## config.mk

```make
export PLATFORM = sky130hd
export DESIGN_NAME = systolic_feed_sequencer
export DESIGN_NICKNAME = d
export VERILOG_FILES = /design/src/rtl/systolic_pkg.sv /design/src/rtl/systolic_feed_sequencer.sv
export SDC_FILE = /design/constraint.sdc
export NUM_CORES = 1
export LEC_CHECK = 0
export CAP_MARGIN = 20
export CORE_MARGIN = 5
export CORE_UTILIZATION = 28
export DETAILED_ROUTE_END_ITERATION = 10
export PLACE_DENSITY_LB_ADDON = 0.2
export SYNTH_ARGS = -nofsm -noshare
export SYNTH_HDL_FRONTEND = slang
export SYNTH_SLANG_ARGS = --single-unit
```

## constraint.sdc

```tcl
create_clock -name clk -period 3.47 [get_ports clk]
set_input_delay 0.5205 -clock clk [delete_from_list [all_inputs] [get_ports clk]]
set_output_delay 0.5205 -clock clk [all_outputs]
set_load 0.05 [all_outputs]
```

## src/rtl/systolic_pkg.sv

```systemverilog
// Shared constants and state encoding for the systolic array feed path.
// Latency: n/a (package only).
// Backpressure: n/a (package only).
package systolic_pkg;

   localparam int DATA_W    = 16;  // one RAM word / one array lane
   localparam int ADDR_W    = 4;   // operand RAM address width
   localparam int LANES     = 4;   // RAMs read in lockstep (array edge width)
   localparam int ARRAY_DIM = 4;   // systolic array is ARRAY_DIM x ARRAY_DIM

   typedef enum logic [1:0] {
      ST_IDLE   = 2'd0,
      ST_PRIME  = 2'd1,
      ST_STREAM = 2'd2,
      ST_DONE   = 2'd3
   } seq_state_e;

endpackage

```

## src/rtl/systolic_feed_sequencer.sv

```systemverilog
// Streams SEQ_LEN lockstep words from LANES operand RAMs into the systolic array edge.
// Latency: first feed_valid 2 cycles after start; done one cycle after the last accepted beat.
// Backpressure: feed_ready low freezes the address and RAM enable, so the RAM output (feed_data) holds.
//
// Ports:
//   clk, rst        rising-edge clock, synchronous active-high reset
//   start           one-cycle run request, honoured only in IDLE
//   busy, done      run in progress / one-cycle completion pulse
//   ram_en/we/addr  shared control to all operand RAMs (we is tied low)
//   ram_do          concatenated RAM outputs, lane i at [i*DATA_W +: DATA_W]
//   feed_data/valid/ready  valid/ready stream toward the array, same lane packing
module systolic_feed_sequencer #(
   parameter int DATA_W  = systolic_pkg::DATA_W,
   parameter int ADDR_W  = systolic_pkg::ADDR_W,
   parameter int LANES   = systolic_pkg::LANES,
   parameter int SEQ_LEN = 16
) (
   input  logic                      clk,
   input  logic                      rst,
   input  logic                      start,
   output logic                      busy,
   output logic                      done,
   output logic                      ram_en,
   output logic                      ram_we,
   output logic [ADDR_W-1:0]         ram_addr,
   input  logic [LANES*DATA_W-1:0]   ram_do,
   output logic [LANES*DATA_W-1:0]   feed_data,
   output logic                      feed_valid,
   input  logic                      feed_ready
);

   import systolic_pkg::*;

   localparam logic [ADDR_W-1:0] LAST_IDX = ADDR_W'(SEQ_LEN - 1);

   seq_state_e          state_q, state_d;
   logic [ADDR_W-1:0]   out_idx_q, out_idx_d;
   logic                busy_q, busy_d;
   logic                done_q, done_d;
   logic                feed_valid_q, feed_valid_d;

   logic                beat;
   logic                last_beat;

   // out_idx tracks the address whose data is currently on ram_do.
   assign beat      = (state_q == ST_STREAM) && feed_valid_q && feed_ready;
   assign last_beat = beat && (out_idx_q == LAST_IDX);

   // ---------------------------------------------------------------
   // State register
   // ---------------------------------------------------------------
   always_ff @(posedge clk) begin
      if (rst) begin
         state_q      <= ST_IDLE;
         out_idx_q    <= '0;
         busy_q       <= 1'b0;
         done_q       <= 1'b0;
         feed_valid_q <= 1'b0;
      end else begin
         state_q      <= state_d;
         out_idx_q    <= out_idx_d;
         busy_q       <= busy_d;
         done_q       <= done_d;
         feed_valid_q <= feed_valid_d;
      end
   end

   // ---------------------------------------------------------------
   // Next-state logic
   // ---------------------------------------------------------------
   always_comb begin
      state_d      = state_q;
      out_idx_d    = out_idx_q;
      busy_d       = busy_q;
      done_d       = done_q;
      feed_valid_d = feed_valid_q;
      case (state_q)
         ST_IDLE: begin
            if (start) begin
               state_d   = ST_PRIME;
               out_idx_d = '0;
               busy_d    = 1'b1;
            end
         end
         ST_PRIME: begin
            state_d      = ST_STREAM;
            feed_valid_d = 1'b1;
         end
         ST_STREAM: begin
            if (last_beat) begin
               state_d      = ST_DONE;
               feed_valid_d = 1'b0;
               busy_d       = 1'b0;
               done_d       = 1'b1;
            end else if (beat) begin
               out_idx_d = out_idx_q + ADDR_W'(1);
            end
         end
         ST_DONE: begin
            state_d = ST_IDLE;
            done_d  = 1'b0;
         end
         default: begin
            state_d = ST_IDLE;
         end
      endcase
   end

   // ---------------------------------------------------------------
   // Output decode
   // ---------------------------------------------------------------
   // The RAM read is issued one cycle ahead of the beat that consumes it:
   // PRIME fetches address 0, and each non-final beat fetches the next one.
   // Holding en low on a stall keeps the RAM output register (feed_data) frozen.
   always_comb begin
      ram_en   = 1'b0;
      ram_addr = '0;
      if (!rst) begin
         case (state_q)
            ST_PRIME: begin
               ram_en = 1'b1;
            end
            ST_STREAM: begin
               if (beat && !last_beat) begin
                  ram_en   = 1'b1;
                  ram_addr = out_idx_q + ADDR_W'(1);
               end
            end
            default: begin
               ram_en = 1'b0;
            end
         endcase
      end
   end

   assign ram_we     = 1'b0;
   assign busy       = busy_q;
   assign done       = done_q;
   assign feed_valid = feed_valid_q;
   assign feed_data  = ram_do;

endmodule
```

### Word level (Yosys, flattened, before mapping)

Cells that the tools add are included.
W data, S select, Z words.

| storage, ports and cells | value |
|---|---|
| word-level logic and storage cells | 47 |
| output and inout port bits | 73 |
| input bits | 68 |
| bits in registers | 9 |

| operators by class | value |
|---|---|
| $add $sub $neg | 1 |
| muxes and demuxes | 19 |
| eq/ne operators | 8 |
| reduce and logical (&&, ||, !) cells | 14 |

Operator list:

| kind | number |
|---|---|
| $mux W4 | 6 |
| $ne A2 B2 Y1 const B | 4 |
| $pmux W1 S2 | 4 |
| $pmux W2 S4 | 1 |
| $pmux W4 S2 | 1 |
| $reduce_and A2 Y1 | 3 |
| $reduce_bool A2 Y1 | 3 |
| $mux W1 | 5 |
| $add A4 B1 Y4 const B | 1 |
| $eq A2 B2 Y1 const B | 2 |
| $eq A4 B4 Y1 const B | 1 |
| $logic_and A1 B1 Y1 | 4 |
| $mux W2 | 2 |
| $reduce_and A4 Y1 | 1 |
| $reduce_and A3 Y1 | 1 |
| $eq A2 B1 Y1 const B | 1 |
| $logic_not A2 Y1 | 1 |
| $logic_not A1 Y1 | 1 |

### Depth between registers and ports, before layout

| depth | value |
|---|---|
| depth in word-level cells | 9 |
| mapped depth | 7 |
| depth with buffers taken out | 6 |

### Worst setup path after synthesis

No wires, ideal clock.

| timing path | value |
|---|---|
| path kind | flip-flop to output port |
| start point | reg feed_valid_q (netlist: feed_valid) |
| end point | out ram_addr[1] |
| arrival | 2.152 ns |
| path buffers | 1 |
| stages on the path, launching flop included | 5 |
| setup slack | 0.797 ns |
| cells stage by stage | dfxtp_1 and3_1 buf_4 nand2_4 nor3_1 |

| on the way | value |
|---|---|
| cells in the longest elaborated chain, start to end | 8 |

RTL lines:

| item | RTL line | text |
|---|---|---|
| from (decl) | systolic_feed_sequencer.sv:40 | `logic feed_valid_q, feed_valid_d;` |
| from (signal assigned) | systolic_feed_sequencer.sv:64 | `feed_valid_q <= feed_valid_d;` |
| $logic_and A1 B1 Y1 * (2 in series) | systolic_feed_sequencer.sv:46 | `assign beat = (state_q == ST_STREAM) && feed_valid_q && feed_ready;` |
| $logic_and A1 B1 Y1 | systolic_feed_sequencer.sv:47 | `assign last_beat = beat && (out_idx_q == LAST_IDX);` |
| $logic_not A1 Y1 | systolic_feed_sequencer.sv:124 | `if (beat && !last_beat) begin` |
| $logic_and A1 B1 Y1 * | systolic_feed_sequencer.sv:124 |  |
| $mux W4 * | systolic_feed_sequencer.sv:124 |  |
| $mux W4 * | systolic_feed_sequencer.sv:119 | `case (state_q)` |
| $mux W4 * | systolic_feed_sequencer.sv:118 | `if (!rst) begin` |
| to (decl) | systolic_feed_sequencer.sv:25 | `output logic [ADDR_W-1:0] ram_addr,` |

Mark *: on every way between the ends. The rest lies on a longest branch, timed or not.

### Worst setup path after layout

| timing path | value |
|---|---|
| start point | in feed_ready |
| end point | out ram_addr[2] |

| on the way | value |
|---|---|
| cells in the longest elaborated chain, start to end | 7 |

RTL lines:

| item | RTL line | text |
|---|---|---|
| from (decl) | systolic_feed_sequencer.sv:29 | `input logic feed_ready` |
| $logic_and A1 B1 Y1 * | systolic_feed_sequencer.sv:46 |  |
| $logic_and A1 B1 Y1 | systolic_feed_sequencer.sv:47 |  |
| $logic_not A1 Y1 | systolic_feed_sequencer.sv:124 |  |
| $logic_and A1 B1 Y1 * | systolic_feed_sequencer.sv:124 |  |
| $mux W4 * | systolic_feed_sequencer.sv:124 |  |
| $mux W4 * | systolic_feed_sequencer.sv:119 |  |
| $mux W4 * | systolic_feed_sequencer.sv:118 |  |

Marks and branches as above.

==> impl_metrics.env <==
export IMPL_crit_type="in2out"
export IMPL_synth_seq_cells=9
export IMPL_tightest_slew_ns=0.5100
export IMPL_htree_levels=1
export IMPL_rsz0062_at_grt="no"
export IMPL_synth_edf_count=0
export IMPL_syn_nets=214
export IMPL_synth_top_area_share_pct=45.31
export IMPL_muxShareOfSynthArea_pct=0.9153
export IMPL_critPathArrivalTime_ns=2.46
export IMPL_place_hpwl_mm=1.561
export IMPL_grt_overflow=0
export IMPL_grt_pass1_vias=637
export IMPL_synth_area_leaders="buf_4 45%, dfxtp_1 16%, ha_1 6.9%"
export IMPL_stdcell_count=136
export IMPL_synth_warnings=0
export IMPL_worstSetupStartpointType="input pin"
export IMPL_grt_max_degree=11
export IMPL_p_per_area_nw_per_um2=553.2
export IMPL_numCtsBuffers=3
export IMPL_postCtsSetupBuffers=0
export IMPL_netlist_area_sq_um=1094
export IMPL_required_ns=2.95
export IMPL_gp_congestion=0.7093
export IMPL_period_needed_ns=2.977
export IMPL_synth_compound_area_share_pct=10.64
export IMPL_setup_slack_ns=0.4930
export IMPL_fin_crit_sh_pct=85.79
export IMPL_totalWireLength_mm=2.082
export IMPL_hp_class="reg2reg"
export IMPL_drc=0
export IMPL_fmax_ghz=0.3359
export IMPL_place_ws_ns=0.4926
export IMPL_insertion_delay_ns=0.24
export IMPL_grt_pass1_wl_mm=3.298
export IMPL_die_x_um=72.50
export IMPL_cap_violations=0
export IMPL_timing_final_hold_violations=0
export IMPL_outcome="completed"
export IMPL_die_h_um=72.50
export IMPL_fp_row_count=22
export IMPL_synth_simple_gate_area_share_pct=15.90
export IMPL_fin_skew_ns=0.0009457
export IMPL_worstSetupEndpointType="output pin"
export IMPL_drt_vias_per_instance=4.838
export IMPL_area_growth_pct=-25.51
export IMPL_final_util_pct=21.92
export IMPL_numClockSinks=9
export IMPL_pin_count=141
export IMPL_yosys_most_used_dff="dfxtp_1"
export IMPL_relSlewSlack_pct=65.90
export IMPL_ant_nets=0
export IMPL_finalSetupViolations=0
export IMPL_drive_above_1_share_pct=7.955
export IMPL_dpl_cell_count=132
export IMPL_die_area_sq_um=5256
export IMPL_nets=163
export IMPL_ys_seq_area_share_pct=16.48
export IMPL_vias=658
export IMPL_synth_fa_ha_area_share_pct=6.865
export IMPL_async_reset_ff_share_pct=0
export IMPL_fin_tns_setup_ns=0
export IMPL_clk_pin_slew_ns=0.05
export IMPL_coreArea_sq_um=3716
export IMPL_diodes=0
export IMPL_clk_path_buf_depth=2
export IMPL_syn_avg_cell_area_sq_um=7.811
export IMPL_leakagePower_nw=0.2730
export IMPL_initial_utilization_pct=29.43
export IMPL_antenna_found_initial=0
export IMPL_drv_slew=0
export IMPL_synth_cells=140
export IMPL_ir_worst_vdd_uv=232.5
export IMPL_hold_buffers=0
export IMPL_synth_largest_area_cell="buf_4"
export IMPL_root_buffer="clkbuf_8"
export IMPL_track_usage_pct=8.144
export IMPL_cts_tree="done"
export IMPL_numPortBuffers=11
export IMPL_cts_resized=0
export IMPL_worst_path_max_fanout=9
export IMPL_drt_first_pass_iters=3
export IMPL_total_power_mw=0.4506
export IMPL_wl_per_cell_um=15.31
export IMPL_synth_top_family_by_area="buffers and inverters"
export IMPL_yosysUniqueCellTypes=32
export IMPL_drt_iter0_drc=26
export IMPL_synth_xor_area_share_pct=1.602
-- cells by family after synthesis --
logic type | after synthesis
other | 1
DFF | 9
adders and majority gates | 6
and+or+nand+nor | 32
AOI/OAI and AO/OA | 18
muxes | 1
xor gates and xnor gates | 2
buffers and inverters | 71
-- cells in the mapped netlist, drive strengths merged, types with 2 or more instances --
cell	n
o211ai	2
dfxtp	9
nor3	6
nor2	5
a21oi	4
inv	2
nand2b	4
nand4	2
nand3	3
buf	68
a211oi	3
a31oi	2
ha	6
nand2	7
o21ai	3
-- power breakdown --
group | internal [mW] | switching (mW)
combinational | 0.0681 | 0.118
sequential | 0.121 | 0.0152
clock | 0.0806 | 0.0476
-- state kept, by name, indices dropped and copies added (netlist names) --
signal / cells
busy: 1
done: 1
state_q: 2
out_idx_q: 4
feed_valid: 1
-- placed cells by master (no fill, tap or decap), types with 2 or more instances in the layout --
cell type        count
inv_1                2
nand2b_1             4
buf_4                2
a31oi_1              2
a211oi_1             3
nand4_1              2
o211ai_1             2
o21ai_0              3
a21oi_1              4
nand2_1              6
clkbuf_8             3
nor2_1               5
clkdlybuf4s50_1     11
nand3_1              2
ha_1                 6
nor3_1               6
dfxtp_1              9
-- metrics by stage --
stage                     hold WS [ns]  instance area, sq um
after floorplan                 0.4844                  1094
after global placement          0.5022                 769.5
after detailed placement        0.5002                 769.5
after CTS                       0.5069                 814.5
after global routing            0.5291                 814.5
final                           0.5002                 814.5
-- metal layers --
metal / vias to the layer above / GRT usage [%] / wire length [um]
li1: 292 / - / -
met1: 285 / 8.731 / 815
met2: 61 / 10.21 / 863
met3: 20 / 7.479 / 316
met4: 0 / 5.123 / 86
met5: - / 0 / 0
-- critical path, cell delays in order --
cell and delay, ns:
clkdlybuf4s50_1 0.48, and3_1 0.30, nand2_4 0.12, nor3_1 0.20
clkdlybuf4s50_1 0.83
-- final cells by class --
class | instances | area, sq um
tap | 48 | 60.06
fill | 435 | 2902
multi-input combinational | 60 | 396.6
timing repair buffer | 13 | 125.1
inverter | 2 | 7.507
sequential | 9 | 180.2
clock buffer | 4 | 45.04
-- worst paths after layout --
| kind | startpoint | to | slack [ns] | cells past startpoint |
|---|---|---|---|---|
| max | feed_ready | ram_addr[2] | 0.49 | 5 |
| min | busy | busy | 0.50 | 2 |
| max reg2reg | state_q[0] | out_idx_q[3] | 1.68 | 6 |
| min reg2reg | busy | busy | 0.50 | 2 |
(Power assumes the default switching activity.)
